### src/rtl/parallax_scroll_ctrl.sv
// Three-layer parallax scroll scheduler: shadowed config, one shared adder stepped once per frame.
// Optional PARALLAX_PAUSE_EN adds i_pause, which holds off frame sequencing while asserted.
module parallax_scroll_ctrl #(
  parameter int unsigned SPEED0_INIT = 4,
  parameter int unsigned SPEED1_INIT = 2,
  parameter int unsigned SPEED2_INIT = 1
) (
  input  logic       i_clk,
  input  logic       i_reset,
  input  logic       i_frame_start,
`ifdef PARALLAX_PAUSE_EN
  input  logic       i_pause,
`endif
  input  logic       i_cfg_valid,
  output logic       o_cfg_ready,
  input  logic [2:0] i_cfg_addr,
  input  logic [7:0] i_cfg_data,
  output logic [9:0] o_scroll_x0,
  output logic [9:0] o_scroll_x1,
  output logic [9:0] o_scroll_x2,
  output logic [2:0] o_layer_en,
  output logic [4:0] o_frame,
  output logic       o_update_done,
  output logic       o_overrun
);

  typedef enum logic [2:0] {StIdle, StCommit, StL0, StL1, StL2, StDone} state_t;

  localparam logic [2:0][3:0] SpeedInit = {4'(SPEED2_INIT), 4'(SPEED1_INIT), 4'(SPEED0_INIT)};

  state_t           r_state;
  logic [2:0][11:0] r_acc;
  logic [2:0][3:0]  r_spd;
  logic [2:0][3:0]  r_shd_spd;
  logic [2:0]       r_mask;
  logic [2:0]       r_shd_mask;
  logic [2:0]       r_dir;
  logic [2:0]       r_shd_dir;
  logic             r_zero_req;
  logic [4:0]       r_frame;
  logic             r_update_done;
  logic             r_overrun;

  logic        w_idle;
  logic        w_go;
  logic        w_cfg_we;
  logic [1:0]  w_lane;
  logic [11:0] w_acc_sel;
  logic [11:0] w_spd_sel;
  logic [11:0] w_sum;
  logic        w_unused_data;

  assign w_idle   = (r_state == StIdle);
  assign w_cfg_we = i_cfg_valid && w_idle;
`ifdef PARALLAX_PAUSE_EN
  assign w_go     = i_frame_start && w_idle && !i_pause;
`else
  assign w_go     = i_frame_start && w_idle;
`endif
  assign w_unused_data = ^i_cfg_data[7:4];

  // Lane select for the shared adder; only meaningful in the three layer states.
  always_comb begin
    w_lane = 2'd0;
    case (r_state)
      StL1:    w_lane = 2'd1;
      StL2:    w_lane = 2'd2;
      default: w_lane = 2'd0;
    endcase
  end

  assign w_acc_sel = r_acc[w_lane];
  assign w_spd_sel = {8'd0, r_spd[w_lane]};
  assign w_sum     = r_dir[w_lane] ? (w_acc_sel - w_spd_sel) : (w_acc_sel + w_spd_sel);

  always_ff @(posedge i_clk or posedge i_reset) begin
    if (i_reset) begin
      r_state       <= StIdle;
      r_acc         <= '0;
      r_spd         <= SpeedInit;
      r_shd_spd     <= SpeedInit;
      r_mask        <= 3'b111;
      r_shd_mask    <= 3'b111;
      r_dir         <= 3'b000;
      r_shd_dir     <= 3'b000;
      r_zero_req    <= 1'b0;
      r_frame       <= '0;
      r_update_done <= 1'b0;
      r_overrun     <= 1'b0;
    end else begin
      r_update_done <= 1'b0;
      if (w_cfg_we) begin
        case (i_cfg_addr)
          3'd0:    r_shd_spd[0] <= i_cfg_data[3:0];
          3'd1:    r_shd_spd[1] <= i_cfg_data[3:0];
          3'd2:    r_shd_spd[2] <= i_cfg_data[3:0];
          3'd3:    r_shd_mask   <= i_cfg_data[2:0];
          3'd4:    r_shd_dir    <= i_cfg_data[2:0];
          3'd5:    r_zero_req   <= 1'b1;
          default: ;
        endcase
      end
      if (i_frame_start && !w_idle) begin
        r_overrun <= 1'b1;
      end
      case (r_state)
        StIdle: begin
          if (w_go) r_state <= StCommit;
        end
        StCommit: begin
          r_spd   <= r_shd_spd;
          r_mask  <= r_shd_mask;
          r_dir   <= r_shd_dir;
          r_frame <= r_frame + 5'd1;
          if (r_zero_req) begin
            r_acc      <= '0;
            r_zero_req <= 1'b0;
          end
          r_state <= StL0;
        end
        StL0, StL1, StL2: begin
          if (r_mask[w_lane]) r_acc[w_lane] <= w_sum;
          if (r_state == StL0) begin
            r_state <= StL1;
          end else if (r_state == StL1) begin
            r_state <= StL2;
          end else begin
            r_state       <= StDone;
            r_update_done <= 1'b1;
          end
        end
        StDone:  r_state <= StIdle;
        default: r_state <= StIdle;
      endcase
    end
  end

  assign o_cfg_ready   = w_idle;
  assign o_scroll_x0   = r_acc[0][11:2];
  assign o_scroll_x1   = r_acc[1][11:2];
  assign o_scroll_x2   = r_acc[2][11:2];
  assign o_layer_en    = r_mask;
  assign o_frame       = r_frame;
  assign o_update_done = r_update_done;
  assign o_overrun     = r_overrun;

endmodule

### config.mk
export PLATFORM = sky130hd
export DESIGN_NAME = parallax_scroll_ctrl
export DESIGN_NICKNAME = d
export VERILOG_FILES = /design/src/rtl/parallax_scroll_ctrl.sv
export SDC_FILE = /design/constraint.sdc
export NUM_CORES = 1
export LEC_CHECK = 0
export BUFFER_PORTS_ARGS = -buffer_cell sky130_fd_sc_hd__buf_2
export CORE_MARGIN = 2
export CORE_UTILIZATION = 50
export CTS_CLUSTER_SIZE = 16
export DETAILED_ROUTE_END_ITERATION = 10
export GPL_TIMING_DRIVEN = 0
export PLACE_DENSITY_LB_ADDON = 0.25
export SLEW_MARGIN = 15
export SYNTH_ARGS = -nofsm -noshare
export SYNTH_HDL_FRONTEND = slang
export SYNTH_SLANG_ARGS = --single-unit
export TNS_END_PERCENT = 1
### constraint.sdc
create_clock -name i_clk -period 3.5 [get_ports i_clk]
set_clock_uncertainty 0.15 [all_clocks]
set_input_delay 0.175 -clock i_clk [delete_from_list [all_inputs] [get_ports i_clk]]
set_output_delay 0.175 -clock i_clk [all_outputs]
set_load 0.02 [all_outputs]
After elaboration in Yosys (flattened, before gate mapping)
Index checks and enable logic that the tools add are counted.
Word-level totals
  word-level logic and storage cells: 77
  output and inout port bits: 41
  register bits: 83
Operators by class
  equal/unequal tests: 12
  multiplexer cells: 27
  reductions and logical operators: 15
  $add $sub $neg: 3
  $lt $le $gt $ge: 2
Operators by type and width (count)
  $mux W36: 2
  $pmux W36 S2: 1
  $bwmux W36: 1
  $mux W12: 3
  $bmux W12 S2: 1
  $demux W12 S2: 1
  $add A12 B4 Y12: 1
  $eq A3 B2 Y1 const B: 4
  $sub A12 B4 Y12: 1
  $mux W1: 10
  $reduce_and A2 Y1: 5
  $eq A3 B3 Y1 const B: 3
  $pmux W3 S3: 1
  $bmux W4 S2: 1
  $eq A3 B1 Y1 const B: 2
  $logic_not A3 Y1: 2
  $mux W3: 2
  $add A5 B1 Y5 const B: 1
  $bmux W1 S2: 2
  $logic_and A1 B1 Y1: 4
  $mux W4: 1
  $ne A2 B2 Y1 const B: 2
  $pmux W2 S2: 1
  $lt A2 B3 Y1 const B: 1
  6 further kinds: 6

Logic depth before layout (Yosys ltp)
  depth in word-level cells: 9
  mapped depth: 16
  gate-level depth less buffers: 14

Worst setup path after synthesis
No wires, ideal clock.
  path kind: register to register
  start point: reg r_state[1]
  end point: reg r_acc, in the netlist o_scroll_x0[9]
  path buffers: 1
  setup time: 128 ps
  data required time: 3222 ps
  setup slack: 157 ps
  clock period less this slack: 3343 ps
  cell stages (with the launch flop): 15
  arrival time: 3065 ps
  cell sequence: dfrtp_1 or2_2 clkbuf_1 o22ai_1 nand2_1 o311ai_1 ha_1 o21ai_0 ha_1 nor2b_1 o2111ai_1 a31oi_1 a221oi_1 xnor2_1 o21ai_1
On the way
  word-level cells in the longest chain between the ends: 9
  elaborated cells on any way between the ends: 29
  those cells by class: add/sub (2); order compare (2); eq/ne (6); mux (15); reduce/logical (4)
RTL lines
  start: declaration: line 31  | state_t r_state;
  start signal: assignment: line 78  | r_state <= StIdle;
  start signal: assignment: line 108  | if (w_go) r_state <= StCommit;
  start signal: assignment: line 119  | r_state <= StL0;
  $eq A3 B3 Y1 / $eq A3 B2 Y1 (equally long branches): line 65, 106
  $pmux W2 S2: line 65  | case (r_state)
  $bmux W12 S2, or another cell as far along: line 72  | assign w_acc_sel = r_acc[w_lane];
  $mux W12 (not written as such), or another cell as far along: line 72
  $add A12 B4 Y12, or another cell as far along: line 74  | assign w_sum = r_dir[w_lane] ? (w_acc_sel - w_spd_sel) : (w_acc_sel + w_spd_sel);
  $mux W12 / $demux W12 S2 (equally long branches): line 74, 122
  $bwmux W36: line 122  | if (r_mask[w_lane]) r_acc[w_lane] <= w_sum;
  $mux W36: line 122
  $pmux W36 S2: line 106  | case (r_state)
  end signal: indexed assignment: line 122
  end: declaration: line 32  | logic [2:0][11:0] r_acc;
Parallel ways exist; a longest one is shown, timed or not. The select of a mux whose other input is x is not followed.
A chain may end at the register's enable or synchronous reset.

Worst setup path after layout
  start point: reg r_state[2]
  end point: reg r_acc, in the netlist o_scroll_x2[6]
Same word-level chain as after synthesis.

==> summary.md <==
| Metric | Value |
|---|---|
| Outcome | `finished, violations left` |
| Failing checks | `setup timing` |
| Worst skew pair latency | `about 0.36 ns` |
| Nets | `roughly 570` |
| Core ar. | `just over 0.009 sq mm` |
| Arrival time at the worst endpoint | `about 3.6 ns` |
| H-tree Lvls | `3` |
| Worst Path Class, Setup | `reg2reg` |
| Max-Cap Viols | `0` |
| Worst Hold Class | `in2reg` |
| CTS tree | `yes` |
| Compound-cell area share of the yosys netlist | `18.00%` |
| Die area | `approximately 0.01 sq mm` |
| Worst slew pin tran | `~0.77 ns` |
| Commonest non-fill, non-tap cells in the layout | `dfrtp_1 (69), buf_2 (58), buf_4 (50)` |
| Xor-xnor portion of the synthesized cell area | `2.791%` |
| GP Congestion | `slightly above 0.9` |
| Grt total ovfl | `0` |
| Num rows | `35` |
| Worst Path Max Fanout | `10` |
| PnR worst setup slack | `-0.002955 ns` |
| Final Setup Violations | `1` |
| Distinct cell type count after synthesis | `53` |
| Initial DRC count | `250` |
| DRT Pass-1 Iters | `5` |
| Critical Path RT | `approximately 3.6 ns` |
| EDFF count, synth | `0` |
| Largest net degree at the start of global routing | `55` |
| Final hold viol count | `0` |
| Setup TNS | `-0.002955 ns` |
| Commonest non-fill, non-tap cell in the layout | `dfrtp_1` |
| Vias in the first global route | `3800` |
| Max Root-Sink Buffers | `2` |
| Hpwl dp | `approximately 8000 um` |
| Pins Over Slew Limit | `0` |
| Adder-cell share of the synthesized area | `4.147%` |
| DR WL/cell | `18.91 um` |
| Synth Area in Simple Gates | `around 13%` |
| Syn nets | `around 490` |
| Via count | `~4000` |
| Max Freq | `between 200 and 300 MHz` |
| Initial antenna violation count | `0` |
| Async SR Flop Fraction | `100.0%` |
| Crit. End Element | `flip-flop` |
| Avg Inst Size Synth | `slightly above 10 sq um` |
| Layout cell share with drive strength beyond 1 | `between 40% and 50%` |
| Setup crit start kind | `flip-flop` |
| DRC violations left | `0` |
| Mux cell area share after synthesis | `roughly 10%` |
| First-pass GRT wire length | `19410 um` |
| Min Tclk post-route | `between 3 and 4 ns` |
| Vias/cell | `6.059` |
| Worst slew margin | `around half` |
| CTS root buf | `clkbuf_8` |
| Clock Sinks | `83` |
| Total Routed Length | `roughly 12000 um` |
| Largest family of logic cells by synthesized area | `compound AO/OA/AOI/OAI gates` |
| Syn. warnings | `0` |
| Clock-pin slew on the worst setup and hold paths | `~0.10 ns` |
| Num CTS Buffers | `9` |
| Gate Count Post-Synth | `456` |
| Initial Util | `between 50% and 60%` |
| Top FF cell, synth | `dfrtp_1` |
| Number of port buffers | `a little over 50` |
| Die extent in x | `101.0 um` |
| Post-route ant nets | `0` |
| Synth Register Bits | `83` |
| Finished Core Util | `around two thirds` |
| Sequential area share after synthesis | `44.44%` |
| Area grow syn2layout | `26.48%` |
| Die height | `101.0 um` |
| Post-Syn Area | `0.004707 sq mm` |
| Io pins | `56` |
| Antenna diode count | `0` |
| Final cycle utilization of the critical path | `100.1%` |
| Gr usage total | `about 24%` |
## metal layers
layer  GRT usage, %  vias to the layer above  wire length, um
met5              0                        -                0
met4          13.20                        0              530
met3          4.161                       54              748
met2          39.13                      171             6078
met1          31.52                     1965             5105
li1               -                     1803                -
## Yosys cell counts (3+ instances only)
master     n  area share, %
nand2b_1   3           0.40
a21o_1     3           0.48
dfstp_2   12            6.7
nand2_1   44            3.5
nor2b_1   16            2.1
nand3_1    7           0.74
o21ai_0   31            3.3
buf_2     13            1.4
nor2_1     9           0.72
nor3_1    16            1.7
ha_1      14            3.7
xor2_1     6            1.1
mux2_2    39            9.3
o22ai_1   16            2.1
o311ai_1   3           0.56
dfrtp_1   71             38
nor3b_1    3           0.48
and3_1     4           0.53
a21oi_1   10            1.1
o21ai_1    3           0.32
clkbuf_1  11           0.88
o311a_1   10            2.1
a22o_1    28            5.2
xnor2_1    9            1.7
inv_1      8           0.64
buf_4     32            5.1
## timing repair
action | CTS | global route
setup endpoints to repair | 21 | 17
pin swaps | 14 | 16
gates resized for setup | 44 | 53
buffers inserted | 10 | 9
endpoints found under the hold margin | 48 | 1
hold buffers | 7 | 1
## final timing paths
kind,to,from,slack (ns),cells past startpoint
min in group asynchronous,o_scroll_x2[4]$_DFFE_PP0P_,i_reset,0.20,3
hold / removal,r_zero_req$_DFF_PP0_,i_cfg_addr[1],0.04,4
setup / recovery,o_scroll_x2[6]$_DFFE_PP0P_,r_state[2]$_DFFE_PP0P_,-0.003,15
setup reg to reg,o_scroll_x2[6]$_DFFE_PP0P_,r_state[2]$_DFFE_PP0P_,-0.003,15
max in group asynchronous,r_shd_spd[8]$_DFFE_PP1P_,i_reset,2.35,4
hold reg to reg,o_frame[4]$_DFFE_PP0P_,o_frame[4]$_DFFE_PP0P_,0.33,1
## layout make-up
cell class,count,area (sq um)
buffer,55,410.4
clock buffer,9,123.9
clock inverter,7,75.07
fill,744,3243
inverter,8,32.53
multi-input combinational,307,2572
sequential,83,2095
tap,111,138.9
timing repair buffer,79,505.5
## stage by stage
stage                     hold WS (ns)  cell area [sq um]  worst slack [ns]  cells
after floorplan                 0.1655               4707            0.1567    456
after global placement          0.2861               5101           -0.5043    618
after detailed placement       0.04619               5131           -0.5604    619
after CTS                    0.0009693               5622         -0.007378    650
after global routing           0.06727               5953          -0.09308    659
final                          0.04042               5953         -0.002955    659
## cells by family (layout without fill, tap and decap cells)
group / after synthesis / after routing
and+or+nand+nor: 116 / 116
muxes: 41 / 41
xor gates and xnor gates: 15 / 15
DFF: 83 / 83
buffers and inverters: 66 / 158
AOI/OAI and AO/OA: 120 / 120
adders and majority gates: 15 / 15
## state kept, by name (all words and copies together), names as in the netlist
name           cells
r_shd_mask         3
o_frame            5
r_shd_dir          3
o_scroll_x1       10
r_shd_spd         12
o_layer_en         3
o_update_done      1
r_spd             12
o_scroll_x0       10
r_dir              3
r_acc              6
r_state            3
o_scroll_x2       10
r_zero_req         1
o_overrun          1
## worst max-delay path, cell delays in order (launching register included)
cell	delay, ns
dfrtp_1	0.41
buf_6	0.15
buf_12	0.15
buf_6	0.14
buf_2	0.22
o311ai_2	0.31
ha_2	0.25
inv_1	0.06
fa_2	0.39
a21oi_2	0.22
o21ai_2	0.10
a21oi_2	0.20
o21ai_1	0.12
xor2_1	0.19
buf_4	0.15
a22o_1	0.18
Power is not shown: default switching activity piles up to over one toggle a cycle in this logic, so the estimate is an artifact.
